[src/rtl/seq_scan_arbiter_if.sv]
// ---------------------------------------------------------------------------
// seq_scan_arbiter_if
// Bundles the requester-facing signals of the scan arbiter.
//   req       : NREQ     request per requester, held until its gnt is seen
//   data      : NREQ*DW  requester i word at [i*DW +: DW]
//   gnt       : NREQ     one-hot, one-cycle capture acknowledge
//   busy      : 1        arbiter is not idle
//   bit_out   : 1        bit currently being scanned (MSB first)
//   bit_vld   : 1        bit_out is valid (every shift cycle)
//   hit       : 1        pattern detector sits in its final state
//   done      : 1        one-cycle result-valid pulse
//   done_id   : IW       requester index of the reported result
//   match_cnt : 4        non-overlapping "1001" matches in the word
// Modports: master = requester side, slave = arbiter side.
// ---------------------------------------------------------------------------
interface seq_scan_arbiter_if #(
  parameter int NREQ = 4,
  parameter int DW   = 8
);
  localparam int IW = (NREQ > 1) ? $clog2(NREQ) : 1;

  logic [NREQ-1:0]    req;
  logic [NREQ*DW-1:0] data;
  logic [NREQ-1:0]    gnt;
  logic               busy;
  logic               bit_out;
  logic               bit_vld;
  logic               hit;
  logic               done;
  logic [IW-1:0]      done_id;
  logic [3:0]         match_cnt;

  modport master (
    output req, data,
    input  gnt, busy, bit_out, bit_vld, hit, done, done_id, match_cnt
  );

  modport slave (
    input  req, data,
    output gnt, busy, bit_out, bit_vld, hit, done, done_id, match_cnt
  );
endinterface

[src/rtl/seq_scan_arbiter.sv]
// ---------------------------------------------------------------------------
// seq_scan_arbiter
// Round-robin arbiter that captures one requester's word, scans it out
// MSB first, counts non-overlapping "1001" patterns and reports the result.
// Ports:
//   clk  : clock, all state changes on the rising edge
//   rst  : asynchronous active-low reset
//   bus  : seq_scan_arbiter_if.slave (req/data in; gnt, busy, bit_out,
//          bit_vld, hit, done, done_id, match_cnt out)
// ---------------------------------------------------------------------------
module seq_scan_arbiter #(
  parameter int NREQ = 4,
  parameter int DW   = 8
) (
  input  logic                 clk,
  input  logic                 rst,
  seq_scan_arbiter_if.slave    bus
);
  localparam int IW = (NREQ > 1) ? $clog2(NREQ) : 1;
  localparam int CW = $clog2(DW);

  typedef enum logic [1:0] {IDLE, SHIFT, REPORT} state_t;
  typedef enum logic [2:0] {D0, D1, D2, D3, D4} det_t;

  state_t         state;
  det_t           det;
  det_t           det_next;
  logic [DW-1:0]  sr;
  logic [CW-1:0]  bit_cnt;
  logic [IW-1:0]  last_grant;
  logic [IW-1:0]  done_id_r;
  logic [NREQ-1:0] gnt_r;
  logic [3:0]     match_r;
  logic           busy_r;
  logic           vld_r;
  logic           done_r;
  logic           hit_r;

  logic           win_found;
  logic [IW-1:0]  win_id;
  logic           cur_bit;

  assign cur_bit = sr[DW-1];

  // Round-robin search starting just after the last granted requester.
  always_comb begin
    win_found = 1'b0;
    win_id    = '0;
    for (int k = 0; k < NREQ; k++) begin
      if (!win_found && bus.req[(int'(last_grant) + 1 + k) % NREQ]) begin
        win_found = 1'b1;
        win_id    = IW'((int'(last_grant) + 1 + k) % NREQ);
      end
    end
  end

  // "1001" detector; D4 restarts from scratch so matches never overlap.
  always_comb begin
    det_next = det;
    case (det)
      D0:      det_next = cur_bit ? D1 : D0;
      D1:      det_next = cur_bit ? D1 : D2;
      D2:      det_next = cur_bit ? D1 : D3;
      D3:      det_next = cur_bit ? D4 : D0;
      D4:      det_next = cur_bit ? D1 : D0;
      default: det_next = D0;
    endcase
  end

  always_ff @(posedge clk or negedge rst) begin
    if (!rst) begin
      state      <= IDLE;
      det        <= D0;
      sr         <= '0;
      bit_cnt    <= '0;
      last_grant <= IW'(NREQ - 1);
      done_id_r  <= '0;
      gnt_r      <= '0;
      match_r    <= '0;
      busy_r     <= 1'b0;
      vld_r      <= 1'b0;
      done_r     <= 1'b0;
      hit_r      <= 1'b0;
    end else begin
      // gnt and done are single-cycle pulses by default.
      gnt_r  <= '0;
      done_r <= 1'b0;
      case (state)
        IDLE: begin
          if (win_found) begin
            sr         <= bus.data[win_id*DW +: DW];
            det        <= D0;
            hit_r      <= 1'b0;
            match_r    <= '0;
            bit_cnt    <= '0;
            last_grant <= win_id;
            done_id_r  <= win_id;
            gnt_r      <= NREQ'(1) << win_id;
            busy_r     <= 1'b1;
            vld_r      <= 1'b1;
            state      <= SHIFT;
          end
        end
        SHIFT: begin
          sr      <= {sr[DW-2:0], 1'b0};
          det     <= det_next;
          hit_r   <= (det_next == D4);
          bit_cnt <= bit_cnt + 1'b1;
          if (det_next == D4) begin
            match_r <= match_r + 4'd1;
          end
          if (bit_cnt == CW'(DW - 1)) begin
            vld_r  <= 1'b0;
            done_r <= 1'b1;
            state  <= REPORT;
          end
        end
        REPORT: begin
          busy_r <= 1'b0;
          state  <= IDLE;
        end
        default: begin
          busy_r <= 1'b0;
          vld_r  <= 1'b0;
          state  <= IDLE;
        end
      endcase
    end
  end

  assign bus.gnt       = gnt_r;
  assign bus.busy      = busy_r;
  assign bus.bit_out   = cur_bit;
  assign bus.bit_vld   = vld_r;
  assign bus.hit       = hit_r;
  assign bus.done      = done_r;
  assign bus.done_id   = done_id_r;
  assign bus.match_cnt = match_r;
endmodule

[src/flat_wrapper.sv]
// flat-port wrapper written by rule: the top's interface ports become plain ports
module seq_scan_arbiter_flat 
#(
  parameter int NREQ = 4,
  parameter int DW   = 8
)
  (clk, rst, bus_req, bus_data, bus_gnt, bus_busy, bus_bit_out, bus_bit_vld, bus_hit, bus_done, bus_done_id, bus_match_cnt);
  seq_scan_arbiter_if #(.NREQ(NREQ), .DW(DW)) bus_i ();
  input  logic clk;
  input  logic rst;
  input wire logic [$bits(bus_i.req)-1:0] bus_req;
  input wire logic [$bits(bus_i.data)-1:0] bus_data;
  output wire logic [$bits(bus_i.gnt)-1:0] bus_gnt;
  output wire logic [$bits(bus_i.busy)-1:0] bus_busy;
  output wire logic [$bits(bus_i.bit_out)-1:0] bus_bit_out;
  output wire logic [$bits(bus_i.bit_vld)-1:0] bus_bit_vld;
  output wire logic [$bits(bus_i.hit)-1:0] bus_hit;
  output wire logic [$bits(bus_i.done)-1:0] bus_done;
  output wire logic [$bits(bus_i.done_id)-1:0] bus_done_id;
  output wire logic [$bits(bus_i.match_cnt)-1:0] bus_match_cnt;
  assign bus_i.req = bus_req;
  assign bus_i.data = bus_data;
  assign bus_gnt = bus_i.gnt;
  assign bus_busy = bus_i.busy;
  assign bus_bit_out = bus_i.bit_out;
  assign bus_bit_vld = bus_i.bit_vld;
  assign bus_hit = bus_i.hit;
  assign bus_done = bus_i.done;
  assign bus_done_id = bus_i.done_id;
  assign bus_match_cnt = bus_i.match_cnt;
  seq_scan_arbiter #(.NREQ(NREQ), .DW(DW)) u_core (.clk(clk), .rst(rst), .bus(bus_i));
endmodule
[config.mk]
export PLATFORM = sky130hd
export DESIGN_NAME = seq_scan_arbiter_flat
export DESIGN_NICKNAME = d
export VERILOG_FILES = /design/src/rtl/seq_scan_arbiter_if.sv /design/src/rtl/seq_scan_arbiter.sv /design/src/flat_wrapper.sv
export SDC_FILE = /design/constraint.sdc
export NUM_CORES = 1
export LEC_CHECK = 0
export BUFFER_PORTS_ARGS = -buffer_cell sky130_fd_sc_hd__buf_2
export CORE_ASPECT_RATIO = 1.5
export CORE_MARGIN = 2
export CORE_UTILIZATION = 45
export CTS_CLUSTER_DIAMETER = 100
export DETAILED_ROUTE_END_ITERATION = 10
export GPL_TIMING_DRIVEN = 0
export PLACE_DENSITY = 0.75
export SYNTH_ARGS = -nofsm -noshare
export SYNTH_HDL_FRONTEND = slang
export SYNTH_SLANG_ARGS = --single-unit
[constraint.sdc]
create_clock -name clk -period 1.5 [get_ports clk]
set_input_delay 0.075 -clock clk [delete_from_list [all_inputs] [get_ports clk]]
set_output_delay 0.075 -clock clk [all_outputs]
set_load 0.05 [all_outputs]
==> results of run 1 <==
-- logic make-up (layout without fill, tap and decap cells) --
| kind of cell | Yosys count | in the layout | share of synthesized area [%] |
|---|---|---|---|
| mux | 19 | 19 | 11.9 |
| xor+xnor | 2 | 2 | 1.10 |
| fa+ha+maj | 3 | 3 | 2.35 |
| buf+inv | 14 | 81 | 5.02 |
| simple gates | 43 | 43 | 13.0 |
| flops | 32 | 32 | 50.3 |
| compound gates | 35 | 35 | 16.3 |
-- worst max-delay path, stage by stage, from the launching register on --
cell and delay (ps):
sky130_fd_sc_hd__dfstp_2 600, sky130_fd_sc_hd__nand2b_4 160, sky130_fd_sc_hd__a21boi_4 50, sky130_fd_sc_hd__o21ai_4 220, sky130_fd_sc_hd__buf_6 190, sky130_fd_sc_hd__mux2i_2 220
sky130_fd_sc_hd__o221ai_1 120
-- power by group through the flow --
stage / clock network (W) / registers (W) / logic (W)
3_3_place_gp: 0 / 0.00141 / 0.00174
3_5_place_dp: 0 / 0.00141 / 0.00177
2_1_floorplan: 0 / 0.00177 / 0.000990
5_1_grt: 0.000674 / 0.00146 / 0.00221
6_report: 0.000618 / 0.00143 / 0.00204
4_1_cts: 0.000626 / 0.00142 / 0.00196
-- routing by layer --
layer  GRT usage (%)  vias to the layer above
met5               0                        -
met4            7.44                        0
met3            5.64                        6
met2            32.9                       44
met1            20.5                      637
li1                -                      677
-- cells in the final DEF (no fill, tap or decap), types with 3 or more instances in the layout --
cell type,n
sky130_fd_sc_hd__nor2_1,8
sky130_fd_sc_hd__mux2i_1,18
sky130_fd_sc_hd__o221ai_1,8
sky130_fd_sc_hd__a22oi_1,7
sky130_fd_sc_hd__nand2_1,14
sky130_fd_sc_hd__o21ai_0,4
sky130_fd_sc_hd__buf_2,53
sky130_fd_sc_hd__clkbuf_8,5
sky130_fd_sc_hd__dfrtp_1,29
sky130_fd_sc_hd__a22o_1,3
sky130_fd_sc_hd__buf_4,7
sky130_fd_sc_hd__ha_1,3
sky130_fd_sc_hd__nor2_2,3
sky130_fd_sc_hd__inv_1,6
sky130_fd_sc_hd__buf_6,6
-- worst paths after layout --
path | startpoint | depth (start not counted) | endpoint
max | u_core.last_grant[1] | 6 | u_core.sr[1]
min | bus_data[3] | 3 | u_core.sr[3]
max reg2reg | u_core.last_grant[1] | 6 | u_core.sr[1]
min reg2reg | u_core.bus.hit | 2 | u_core.bus.hit
max in group asynchronous | rst | 2 | u_core.state[1]
min in group asynchronous | rst | 2 | u_core.sr[2]
-- final cells by class --
class / count / share of cell area [%]
buffer: 5 / 1.97
clock buffer: 6 / 3.36
clock inverter: 1 / 0.231
inverter: 6 / 1.04
multi-input combinational: 102 / 37.3
sequential: 32 / 37.2
tap: 42 / 2.43
timing repair buffer: 63 / 16.5
-- state kept, by name, indices dropped and copies added (netlist names) --
signal	cells
u_core.sr	8
u_core.bus.gnt	4
u_core.bus.match_cnt	4
u_core.bit_cnt	3
u_core.det	3
u_core.bus.done_id	2
u_core.last_grant	2
u_core.state	2
u_core.bus.bit_vld	1
u_core.bus.busy	1
u_core.bus.done	1
u_core.bus.hit	1
-- metrics by stage --
| step | hold slack, ps | total power (W) |
|---|---|---|
| 2_1_floorplan | -221 | 0.00276 |
| 3_3_place_gp | 155 | 0.00315 |
| 3_5_place_dp | 156 | 0.00319 |
| 4_1_cts | 101 | 0.00401 |
| 5_1_grt | 104 | 0.00435 |
| 6_report | 91.0 | 0.00409 |
-- cells in the mapped netlist --
cell,number,area share (%)
sky130_fd_sc_hd__nand4_1,1,0.39
sky130_fd_sc_hd__nand2b_1,4,1.6
sky130_fd_sc_hd__xor2_1,2,1.1
sky130_fd_sc_hd__nand2_1,15,3.5
sky130_fd_sc_hd__a21oi_1,2,0.63
sky130_fd_sc_hd__dfrtp_1,30,47
sky130_fd_sc_hd__buf_6,3,2.1
sky130_fd_sc_hd__dfstp_2,2,3.3
sky130_fd_sc_hd__o22a_1,1,0.55
sky130_fd_sc_hd__clkbuf_1,3,0.71
sky130_fd_sc_hd__o21ai_2,1,0.55
sky130_fd_sc_hd__nor2b_1,1,0.39
sky130_fd_sc_hd__nor2_1,12,2.8
sky130_fd_sc_hd__a22oi_1,7,3.3
sky130_fd_sc_hd__o221ai_1,8,4.4
sky130_fd_sc_hd__mux2i_1,19,12
sky130_fd_sc_hd__nor4_2,1,0.78
sky130_fd_sc_hd__o2bb2ai_1,1,0.55
sky130_fd_sc_hd__a21boi_1,1,0.47
sky130_fd_sc_hd__o21ai_0,4,1.3
sky130_fd_sc_hd__nor4_1,1,0.39
sky130_fd_sc_hd__a21oi_2,1,0.55
sky130_fd_sc_hd__o21ai_1,2,0.63
sky130_fd_sc_hd__a22o_1,3,1.6
sky130_fd_sc_hd__o22ai_1,2,0.78
sky130_fd_sc_hd__nor3_1,3,0.94
sky130_fd_sc_hd__buf_2,1,0.31
sky130_fd_sc_hd__buf_4,1,0.47
sky130_fd_sc_hd__and3_1,1,0.39
sky130_fd_sc_hd__nand3_1,1,0.31
sky130_fd_sc_hd__a31o_1,1,0.55
sky130_fd_sc_hd__or3_4,1,0.71
sky130_fd_sc_hd__or3_1,2,0.78
sky130_fd_sc_hd__a21o_1,1,0.47
sky130_fd_sc_hd__ha_1,3,2.4
sky130_fd_sc_hd__inv_1,6,1.4
-- timing repair --
action                                  CTS  global route
cloned                                    2             0
setup buffers                             8             1
resized for setup                        16            11
hold buffers                              1             0
endpoints found under the setup margin   20            20
endpoints found under the hold margin    30             0
pin swaps                                12             6
==> impl_metrics.tcl, run 1 <==
set metrics [dict create \
    wl_met2_um 1980 \
    detailed_routed_wire_length_on_met3_um 212 \
    cts_tree "done" \
    global_route.overflow_total 0 \
    port_buffers 52 \
    dr.pass1.iters 4 \
    remaining_antenna_violation_count_after_routing 0 \
    fin_tns_setup_ps -2170 \
    detailedPlace.worstSlack_ps -271 \
    swShare_pct 42.2 \
    area_growth_syn_to_layout_pct 35.4 \
    post-route-period-util_pct 113 \
    post_route_cells_drive_above_1_share_pct 43.7 \
    finalMaxSlewViolations 0 \
    nets 256 \
    syn-num-nets 189 \
    rrSetupSlack_ps -200 \
    cell_area_after_layout_mm2 0.00216 \
    synthDistinctLibCells 36 \
    detail_route.iter0.violations 20 \
    cts-root-to-sink-buffers 2 \
    die_width_um 52.6 \
    core.rowCount 26 \
    track_usage_pct 18.8 \
    crit_path_max_fanout 7 \
    sequential_cell_area_um2 805 \
    place_hpwl_um 2510 \
    startpoint_type "flop" \
    num-fill-cells 303 \
    stdcell_count 257 \
    design.die.area_mm2 0.00405 \
    synth_seq_area_share_pct 50.3 \
    placement.cell_area_mm2 0.00191 \
    cts.clk_slew.worst_paths_ps 60 \
    violations "negative setup slack" \
    run_status "complete, but fails checks" \
    die_y_um 77.0 \
    finalWeightedCongestion 0.821 \
    synth.ff_latch_count 32 \
    route.detailed.wl_per_inst_um 13.9 \
    post_drt_via_cell_ratio 5.31 \
    first_global_vias 1322 \
    cts_made_buffers 5 \
    grt_first_pass_wirelength_um 5640 \
    io_pins 53 \
    hold_viol_final 0 \
    cts_htree_levels 2 \
    drv.max_cap_violation_count 0 \
    power_leakage_nw 1.11 \
    remaining_drc_errors 0 \
    route.layer.met1.wl_um 1340 \
    cell_internal_power_w 0.00236 \
    setup_violations 16 \
    relSlewSlack_pct 47.1 \
    mapped_avg_cell_area_um2 10.8 \
    yosys_warnings 0 \
    postLayoutSetupSlackWorst_ps -197 \
    comb_power_share_pct 49.9 \
    multi_input_area_um2 806 \
    effective_utilization_at_floorplan_pct 46.7 \
    dp_cells 242 \
    fin_util_pct 63.3 \
    hold_class "in -> reg" \
    worstSetupEndpointType "flop" \
    worst_ep_required_time_ps 1650 \
    topRoutingLayerUsed "met4" \
    switching_power_w 0.00173 \
    clock_skew_ps 2.03 \
    dr_total_vias 1364 \
    share_of_power_burned_in_the_clock_network_pct 15.1 \
    period_needed_ps 1700 \
    grt_start_max_net_pins 33 \
    antenna_cells 0 \
    insertion_delay_ps 290 \
    number_of_sinks_driven_by_the_clock_tree 32 \
    syn_area_mm2 0.00160 \
    critical_path_class "reg -> reg" \
    ir_drop_v 0.000976 \
    clock_tree.root_cell "sky130_fd_sc_hd__clkbuf_8" \
    rsz0062_at_grt "true" \
    post_synth_inst_count 148 \
    sequentialPowerShare_pct 34.9 \
    powerDensity_mw_per_mm2 1890 \
    design.core.area_mm2 0.00342 \
    fmaxAchievable_mhz 589 \
    aggregate_routed_wire_length_um 3580 \
    antenna_found_initial 0 \
    worst_ep_arrival_time_ps 1850 \
    worst_pin_slew_ps 787 \
]
Note: power is estimated with default switching activity, not from simulation.
==> inputs of run 2 (changes only) <==
--- a/config.mk
+++ b/config.mk
@@ -5,14 +5,16 @@
 export SDC_FILE = /design/constraint.sdc
 export NUM_CORES = 1
 export LEC_CHECK = 0
+export ABC_AREA = 1
 export BUFFER_PORTS_ARGS = -buffer_cell sky130_fd_sc_hd__buf_2
 export CORE_ASPECT_RATIO = 1.5
 export CORE_MARGIN = 2
 export CORE_UTILIZATION = 45
+export CTS_BUF_LIST = sky130_fd_sc_hd__clkbuf_4
 export CTS_CLUSTER_DIAMETER = 100
 export DETAILED_ROUTE_END_ITERATION = 10
 export GPL_TIMING_DRIVEN = 0
-export PLACE_DENSITY = 0.75
+export PLACE_DENSITY = 0.73
 export SYNTH_ARGS = -nofsm -noshare
 export SYNTH_HDL_FRONTEND = slang
 export SYNTH_SLANG_ARGS = --single-unit
==> impl_metrics.tcl, run 2 <==
set metrics [dict create \
    run_status "complete, but fails checks" \
    violations "negative setup slack" \
    cts.clk_slew.worst_paths_ps 100 \
    remaining_drc_errors 0 \
    hold_path_origin "bus_data[10]" \
    synth_top_cells_by_area "sky130_fd_sc_hd__dfrtp_1 (39%), sky130_fd_sc_hd__nand3_1 (13%), sky130_fd_sc_hd__nand2_1 (13%)" \
    place_hpwl_um 3210 \
    timing.hold.worst_path_depth 5 \
    rsz0062_at_grt "true" \
    synth.most_common_cell "sky130_fd_sc_hd__nand2_1" \
    critical_path.n_buffers_inverters 3 \
    synth.top_cell.area_share_pct 39.3 \
    area_growth_syn_to_layout_pct 47.1 \
    crit_cells 16 \
    fin_tns_setup_ps -13850 \
    global_route.overflow_total 0 \
    period_needed_ps 2050 \
    cts_htree_levels 2 \
    finalMaxSlewViolations 0 \
    die_width_um 57.2 \
    grt_first_pass_wirelength_um 7880 \
    setup_violations 30 \
    stdcell_count 377 \
    worstHoldEndpoint "u_core.sr[2]" \
    syn_area_mm2 0.00191 \
    largest-register "u_core.sr" \
    synth.ff_latch_count 32 \
    hold_viol_final 0 \
    cpMostUsedCell "sky130_fd_sc_hd__nand2_4" \
    powerDensity_mw_per_mm2 2630 \
    aggregate_routed_wire_length_um 5040 \
    mostFrequentLayoutCells "sky130_fd_sc_hd__buf_2 (52), sky130_fd_sc_hd__nand2_1 (46), sky130_fd_sc_hd__nand3_1 (35)" \
    cell_area_after_layout_mm2 0.00281 \
    post_drt_via_cell_ratio 5.17 \
    placement.cell_area_mm2 0.00232 \
    remaining_antenna_violation_count_after_routing 0 \
    hold_class "in -> reg" \
    clock_tree.root_cell "sky130_fd_sc_hd__clkbuf_4" \
    route.detailed.wl_per_inst_um 13.4 \
    grt_busiest_layer "met2" \
    cts_tree "done" \
    dr.pass1.iters 4 \
    track_usage_pct 20.9 \
    cts_made_buffers 5 \
    worst_ep_required_time_ps 1700 \
    fmaxAchievable_mhz 489 \
    worst_pin_slew_ps 699 \
    worst_r2r_path_depth 16 \
    postLayoutSetupSlackWorst_ps -545 \
    synth_seq_area_share_pct 42.1 \
    post_synth_inst_count 242 \
    post_route_cells_drive_above_1_share_pct 50.2 \
    detail_route.iter0.violations 37 \
    mostFrequentLayoutCell "sky130_fd_sc_hd__buf_2" \
    async_flop_share_pct 100 \
    number_of_sinks_driven_by_the_clock_tree 32 \
    synth_top_cells_by_count "sky130_fd_sc_hd__nand2_1 (64), sky130_fd_sc_hd__nand3_1 (50), sky130_fd_sc_hd__dfrtp_1 (30)" \
    largest_reg_flops 8 \
    cts-root-to-sink-buffers 2 \
    r2r_start "u_core.last_grant[0]" \
    yosys_warnings 0 \
    dp_cells 340 \
    core.rowCount 29 \
    relSlewSlack_pct 53.4 \
    slowest_stage "sky130_fd_sc_hd__dfstp_2" \
    syn-num-nets 283 \
    grt_start_max_net_pins 33 \
    antenna_cells 0 \
    num-fill-cells 350 \
    grt.met1_usage_pct 24.1 \
    effective_utilization_at_floorplan_pct 46.2 \
    ys.flop_type "sky130_fd_sc_hd__dfrtp_1" \
    die_y_um 83.8 \
    design.die.area_mm2 0.00479 \
    mapped_avg_cell_area_um2 7.89 \
    clock_skew_ps 14.0 \
    cp_cell_sequence "buf_8, buf_6, nand2_4, nand2_4, nand2_4, nand2_4, nor2_4, nand3_4, nand2_2, nand2_4, nand2_4, buf_8, nand2_2, nand3_2, nand3_2, nand2_1" \
    met3_usage_pct 3.26 \
    ir_drop_v 0.00253 \
    power_leakage_nw 1.52 \
    netlist.top_cell.by_area "sky130_fd_sc_hd__dfrtp_1" \
    port_buffers 52 \
    detailedPlace.worstSlack_ps -573 \
    worstSetupEndpointType "flop" \
    crit_path_max_fanout 9 \
    critical_path_class "reg -> reg" \
    post-route-period-util_pct 136 \
    insertion_delay_ps 330 \
    critical_path.reg2reg.endpoint "u_core.sr[7]" \
    first_global_vias 1857 \
    drv.max_cap_violation_count 0 \
    io_pins 53 \
    critical_path.top_delay_family "simple AND/OR/NAND/NOR gates" \
    startpoint_type "flop" \
    nets 371 \
    finalWeightedCongestion 0.857 \
    design.core.area_mm2 0.00414 \
    rrSetupSlack_ps -550 \
    crit_path_max_incr_delay_ps 550 \
    antenna_found_initial 0 \
    count_of_flip_flops_with_a_built_in_enable_after_synthesis 0 \
    met2_usage_pct 35.9 \
    synthDistinctLibCells 32 \
    dr_total_vias 1948 \
    worst_ep_arrival_time_ps 2250 \
]
==> run 2: changes by cell type after synthesis, moves of 3 or more <==
cell,previous run,this run
sky130_fd_sc_hd__mux2i_1,19,0
sky130_fd_sc_hd__inv_1,6,19
sky130_fd_sc_hd__nand2b_1,4,0
sky130_fd_sc_hd__nand2_1,15,64
sky130_fd_sc_hd__o221ai_1,8,0
sky130_fd_sc_hd__nand2_2,0,9
sky130_fd_sc_hd__buf_6,3,6
sky130_fd_sc_hd__nand2_4,0,3
sky130_fd_sc_hd__nor2_1,12,15
sky130_fd_sc_hd__o21ai_0,4,7
sky130_fd_sc_hd__nand3_1,1,50
==> run 2: tightest hold or removal path, cell delays in order <==
cell and delay [ps]:
sky130_fd_sc_hd__buf_2 80, sky130_fd_sc_hd__nand2_1 50, sky130_fd_sc_hd__nand3_1 60, sky130_fd_sc_hd__nand3_1 60, sky130_fd_sc_hd__nand2_1 50
==> run 2: timing repair <==
| action | in CTS | in global routing |
|---|---|---|
| gates cloned | 1 | 2 |
| endpoints found under the setup margin | 30 | 30 |
| hold buffers | 1 | 0 |
| buffers inserted | 20 | 5 |
| pin swaps | 6 | 11 |
| resized for setup | 38 | 21 |
| hold endpoints to repair | 30 | 0 |
==> run 2: cells by family (layout without fill, tap and decap cells) <==
group	Yosys count	in the layout	synth area share, %
buffers and inverters	31	120	9.11
adders and majority gates	3	3	1.97
DFF	32	32	42.1
AOI/OAI and AO/OA	24	24	8.39
xor gates and xnor gates	1	1	0.852
and+or+nand+nor	151	151	37.6
==> run 2: stage by stage <==
stage	utilization (%)	power, W	hold WS [ps]
CTS	64.8	0.00686	65.4
floorplan	-	0.00463	-221
global route	67.9	0.00789	86.1
finish	67.9	0.00740	75.4
detailed placement	56.1	0.00540	160
global placement	56.1	0.00534	157
==> run 2: area by class of cell <==
class                           count  area [um^2]  area share (%)
Clock buffer                        7         52.6            1.87
Inverter                           22         95.1            3.39
Clock inverter                      1         3.75           0.134
Tap cell                           46         57.6            2.05
Multi-Input combinational cell    179         1160            41.3
Timing Repair Buffer               81          534            19.0
Sequential cell                    32          803            28.6
Buffer                              9          101            3.61
==> run 2: worst max path at each step <==
stage                                    to            startpoint
floorplan           u_core.bus.match_cnt[3]  u_core.last_grant[0]
global placement               u_core.sr[3]  u_core.last_grant[0]
detailed placement             u_core.sr[4]  u_core.last_grant[0]
CTS                            u_core.sr[4]  u_core.last_grant[0]
global route                   u_core.sr[6]  u_core.last_grant[0]
finish                         u_core.sr[7]  u_core.last_grant[0]
==> run 2: layer usage <==
layer / wire length, um / up-vias / share of wire [%]
li1: - / 976 / -
met1: 2000 / 914 / 40
met2: 2730 / 45 / 54
met3: 159 / 13 / 3.2
met4: 146 / 0 / 2.9
met5: 0 / - / 0
==> run 2: report_power, final <==
part | leakage, nW | total, W | internal [W] | switching [W]
clock network | 0.0338 | 0.000491 | 0.000216 | 0.000275
registers | 0.406 | 0.00137 | 0.00119 | 0.000187
logic | 1.08 | 0.00553 | 0.00232 | 0.00321
total | 1.52 | 0.00740 | 0.00372 | 0.00367
==> inputs of run 3 (changes only) <==
--- a/config.mk
+++ b/config.mk
@@ -14,7 +14,7 @@
 export CTS_CLUSTER_DIAMETER = 100
 export DETAILED_ROUTE_END_ITERATION = 10
 export GPL_TIMING_DRIVEN = 0
-export PLACE_DENSITY = 0.73
+export PLACE_DENSITY = 0.7
 export SYNTH_ARGS = -nofsm -noshare
 export SYNTH_HDL_FRONTEND = slang
 export SYNTH_SLANG_ARGS = --single-unit
==> constraint.sdc (replaced) <==
create_clock -name clk -period 2.27 [get_ports clk]
set_input_delay 0.1135 -clock clk [delete_from_list [all_inputs] [get_ports clk]]
set_output_delay 0.1135 -clock clk [all_outputs]
set_load 0.05 [all_outputs]
==> impl_metrics.tcl, run 3 (synthesis results as in run 2) <==
set metrics [dict create \
    track_usage_pct 18.3 \
    dr.pass1.iters 4 \
    port_buffers 52 \
    run_status "complete, no violations" \
    hold_viol_final 0 \
    core.rowCount 29 \
    mostFrequentLayoutCells "sky130_fd_sc_hd__nand2_1 (64), sky130_fd_sc_hd__buf_2 (53), sky130_fd_sc_hd__nand3_1 (50)" \
    critical_path.reg2reg.endpoint "u_core.bus.match_cnt[3]" \
    remaining_antenna_violation_count_after_routing 0 \
    detail_route.iter0.violations 47 \
    finalWeightedCongestion 0.822 \
    design.die.area_mm2 0.00479 \
    rsz0062_at_grt "false" \
    ir_drop_v 0.000993 \
    postLayoutSetupSlackWorst_ps 234 \
    r2r_start "u_core.last_grant[0]" \
    setup_violations 0 \
    clock_skew_ps 4.30 \
    worstSetupEndpointType "flop" \
    nets 346 \
    period_needed_ps 2040 \
    finalMaxSlewViolations 0 \
    crit_path_max_fanout 10 \
    route.detailed.wl_per_inst_um 11.2 \
    powerDensity_mw_per_mm2 1600 \
    insertion_delay_ps 320 \
    cts_tree "done" \
    detailedPlace.worstSlack_ps 212 \
    fmaxAchievable_mhz 491 \
    cts.clk_slew.worst_paths_ps 90 \
    area_growth_syn_to_layout_pct 21.4 \
    remaining_drc_errors 0 \
    antenna_cells 0 \
    post_drt_via_cell_ratio 4.98 \
    cts-root-to-sink-buffers 2 \
    hold_path_origin "bus_data[26]" \
    place_hpwl_um 3090 \
    aggregate_routed_wire_length_um 3960 \
    worst_ep_required_time_ps 2480 \
    first_global_vias 1648 \
    die_width_um 57.2 \
    largest_reg_flops 8 \
    timing.hold.worst_path_depth 5 \
    hold_class "in -> reg" \
    cts_made_buffers 5 \
    cts_htree_levels 2 \
    fin_tns_setup_ps 0 \
    effective_utilization_at_floorplan_pct 46.2 \
    worstHoldEndpoint "u_core.sr[2]" \
    drv.max_cap_violation_count 0 \
    fin_total_pwr_w 0.00370 \
    dr_total_vias 1752 \
    design.core.area_mm2 0.00414 \
    antenna_found_initial 0 \
    clock_tree.root_cell "sky130_fd_sc_hd__clkbuf_4" \
    critical_path_class "reg -> reg" \
    grt_first_pass_wirelength_um 7090 \
    io_pins 53 \
    number_of_sinks_driven_by_the_clock_tree 32 \
    worst_ep_arrival_time_ps 2250 \
    global_route.overflow_total 0 \
    worst_r2r_path_depth 13 \
    largest-register "u_core.sr" \
    fin_util_pct 56.0 \
    power_leakage_nw 1.28 \
    post_route_cells_drive_above_1_share_pct 30.4 \
    die_y_um 83.8 \
    startpoint_type "flop" \
    post-route-period-util_pct 89.7 \
    relSlewSlack_pct 54.0 \
    worst_pin_slew_ps 690 \
    rrSetupSlack_ps 230 \
    mostFrequentLayoutCell "sky130_fd_sc_hd__nand2_1" \
    grt_start_max_net_pins 33 \
]
==> run 3: changes by cell type in the layout (fill, tap and decap cells not counted), moves of 6 or more <==
cell | previous run | this run
sky130_fd_sc_hd__o21ai_0 | 1 | 7
sky130_fd_sc_hd__buf_4 | 16 | 3
sky130_fd_sc_hd__nand2_4 | 12 | 3
sky130_fd_sc_hd__buf_6 | 17 | 6
sky130_fd_sc_hd__nand3_1 | 35 | 50
sky130_fd_sc_hd__nand2_2 | 18 | 9
sky130_fd_sc_hd__nand2_1 | 46 | 64
sky130_fd_sc_hd__nand3_2 | 15 | 1
==> run 3: worst max path at each step <==
stage / cells after the start / slack (ps) / endpoint / startpoint
after floorplan: 13 / 420 / u_core.bus.match_cnt[3] / u_core.last_grant[0]
after global placement: 13 / 200 / u_core.bus.match_cnt[3] / u_core.last_grant[0]
after detailed placement: 13 / 210 / u_core.bus.match_cnt[3] / u_core.last_grant[0]
after CTS: 13 / 180 / u_core.bus.match_cnt[3] / u_core.last_grant[0]
after global routing: 13 / 2 / u_core.sr[7] / u_core.last_grant[0]
final: 13 / 230 / u_core.bus.match_cnt[3] / u_core.last_grant[0]
==> run 3: layer usage <==
metal	routed length [um]	global-route usage (%)	share of wire [%]	up-vias
li1	-	-	-	923
met1	1720	23.5	43	785
met2	2050	30.7	52	40
met3	136	2.48	3.4	4
met4	51	6.98	1.3	0
met5	0	0	0	-
==> run 3: area by class of cell <==
class | instances | area, um^2
Fill cell | 413 | 1820
Multi-Input combinational cell | 179 | 932
Sequential cell | 32 | 803
Timing Repair Buffer | 56 | 293
Inverter | 22 | 92.6
Buffer | 9 | 83.8
Tap cell | 46 | 57.6
Clock buffer | 7 | 52.6
Clock inverter | 1 | 3.75
==> run 3: worst max-delay path, stage by stage, from the launching register on <==
cell and delay [ps]:
sky130_fd_sc_hd__dfstp_2 540, sky130_fd_sc_hd__buf_6 160, sky130_fd_sc_hd__inv_8 60, sky130_fd_sc_hd__nand2_1 50, sky130_fd_sc_hd__nand2_1 80, sky130_fd_sc_hd__nand2_2 80
sky130_fd_sc_hd__nand2_2 70, sky130_fd_sc_hd__nor2_4 110, sky130_fd_sc_hd__nand2_2 100, sky130_fd_sc_hd__o21ai_4 310, sky130_fd_sc_hd__nand2_4 110, sky130_fd_sc_hd__nand2_2 90
sky130_fd_sc_hd__xor2_2 130, sky130_fd_sc_hd__nor2_1 50
==> run 3: power breakdown <==
part,switching (W),leakage [nW],internal [W]
clock network,0.000173,0.0338,0.000143
registers,0.000119,0.406,0.000784
logic,0.00158,0.840,0.000898
==> run 3: metrics by stage <==
step                instance area, um^2  hold WS [ps]  cells
floorplan                          1910          -182    242
global placement                   2230           193    340
detailed placement                 2230           194    340
CTS                                2290           100    349
global route                       2320           116    352
finish                             2320           104    352
==> run 3: timing repair <==
action,4_1_cts,5_1_grt
gates resized for setup,0,1
setup endpoints to repair,0,2
setup buffers,0,3
endpoints found under the hold margin,30,0
hold buffers,1,0
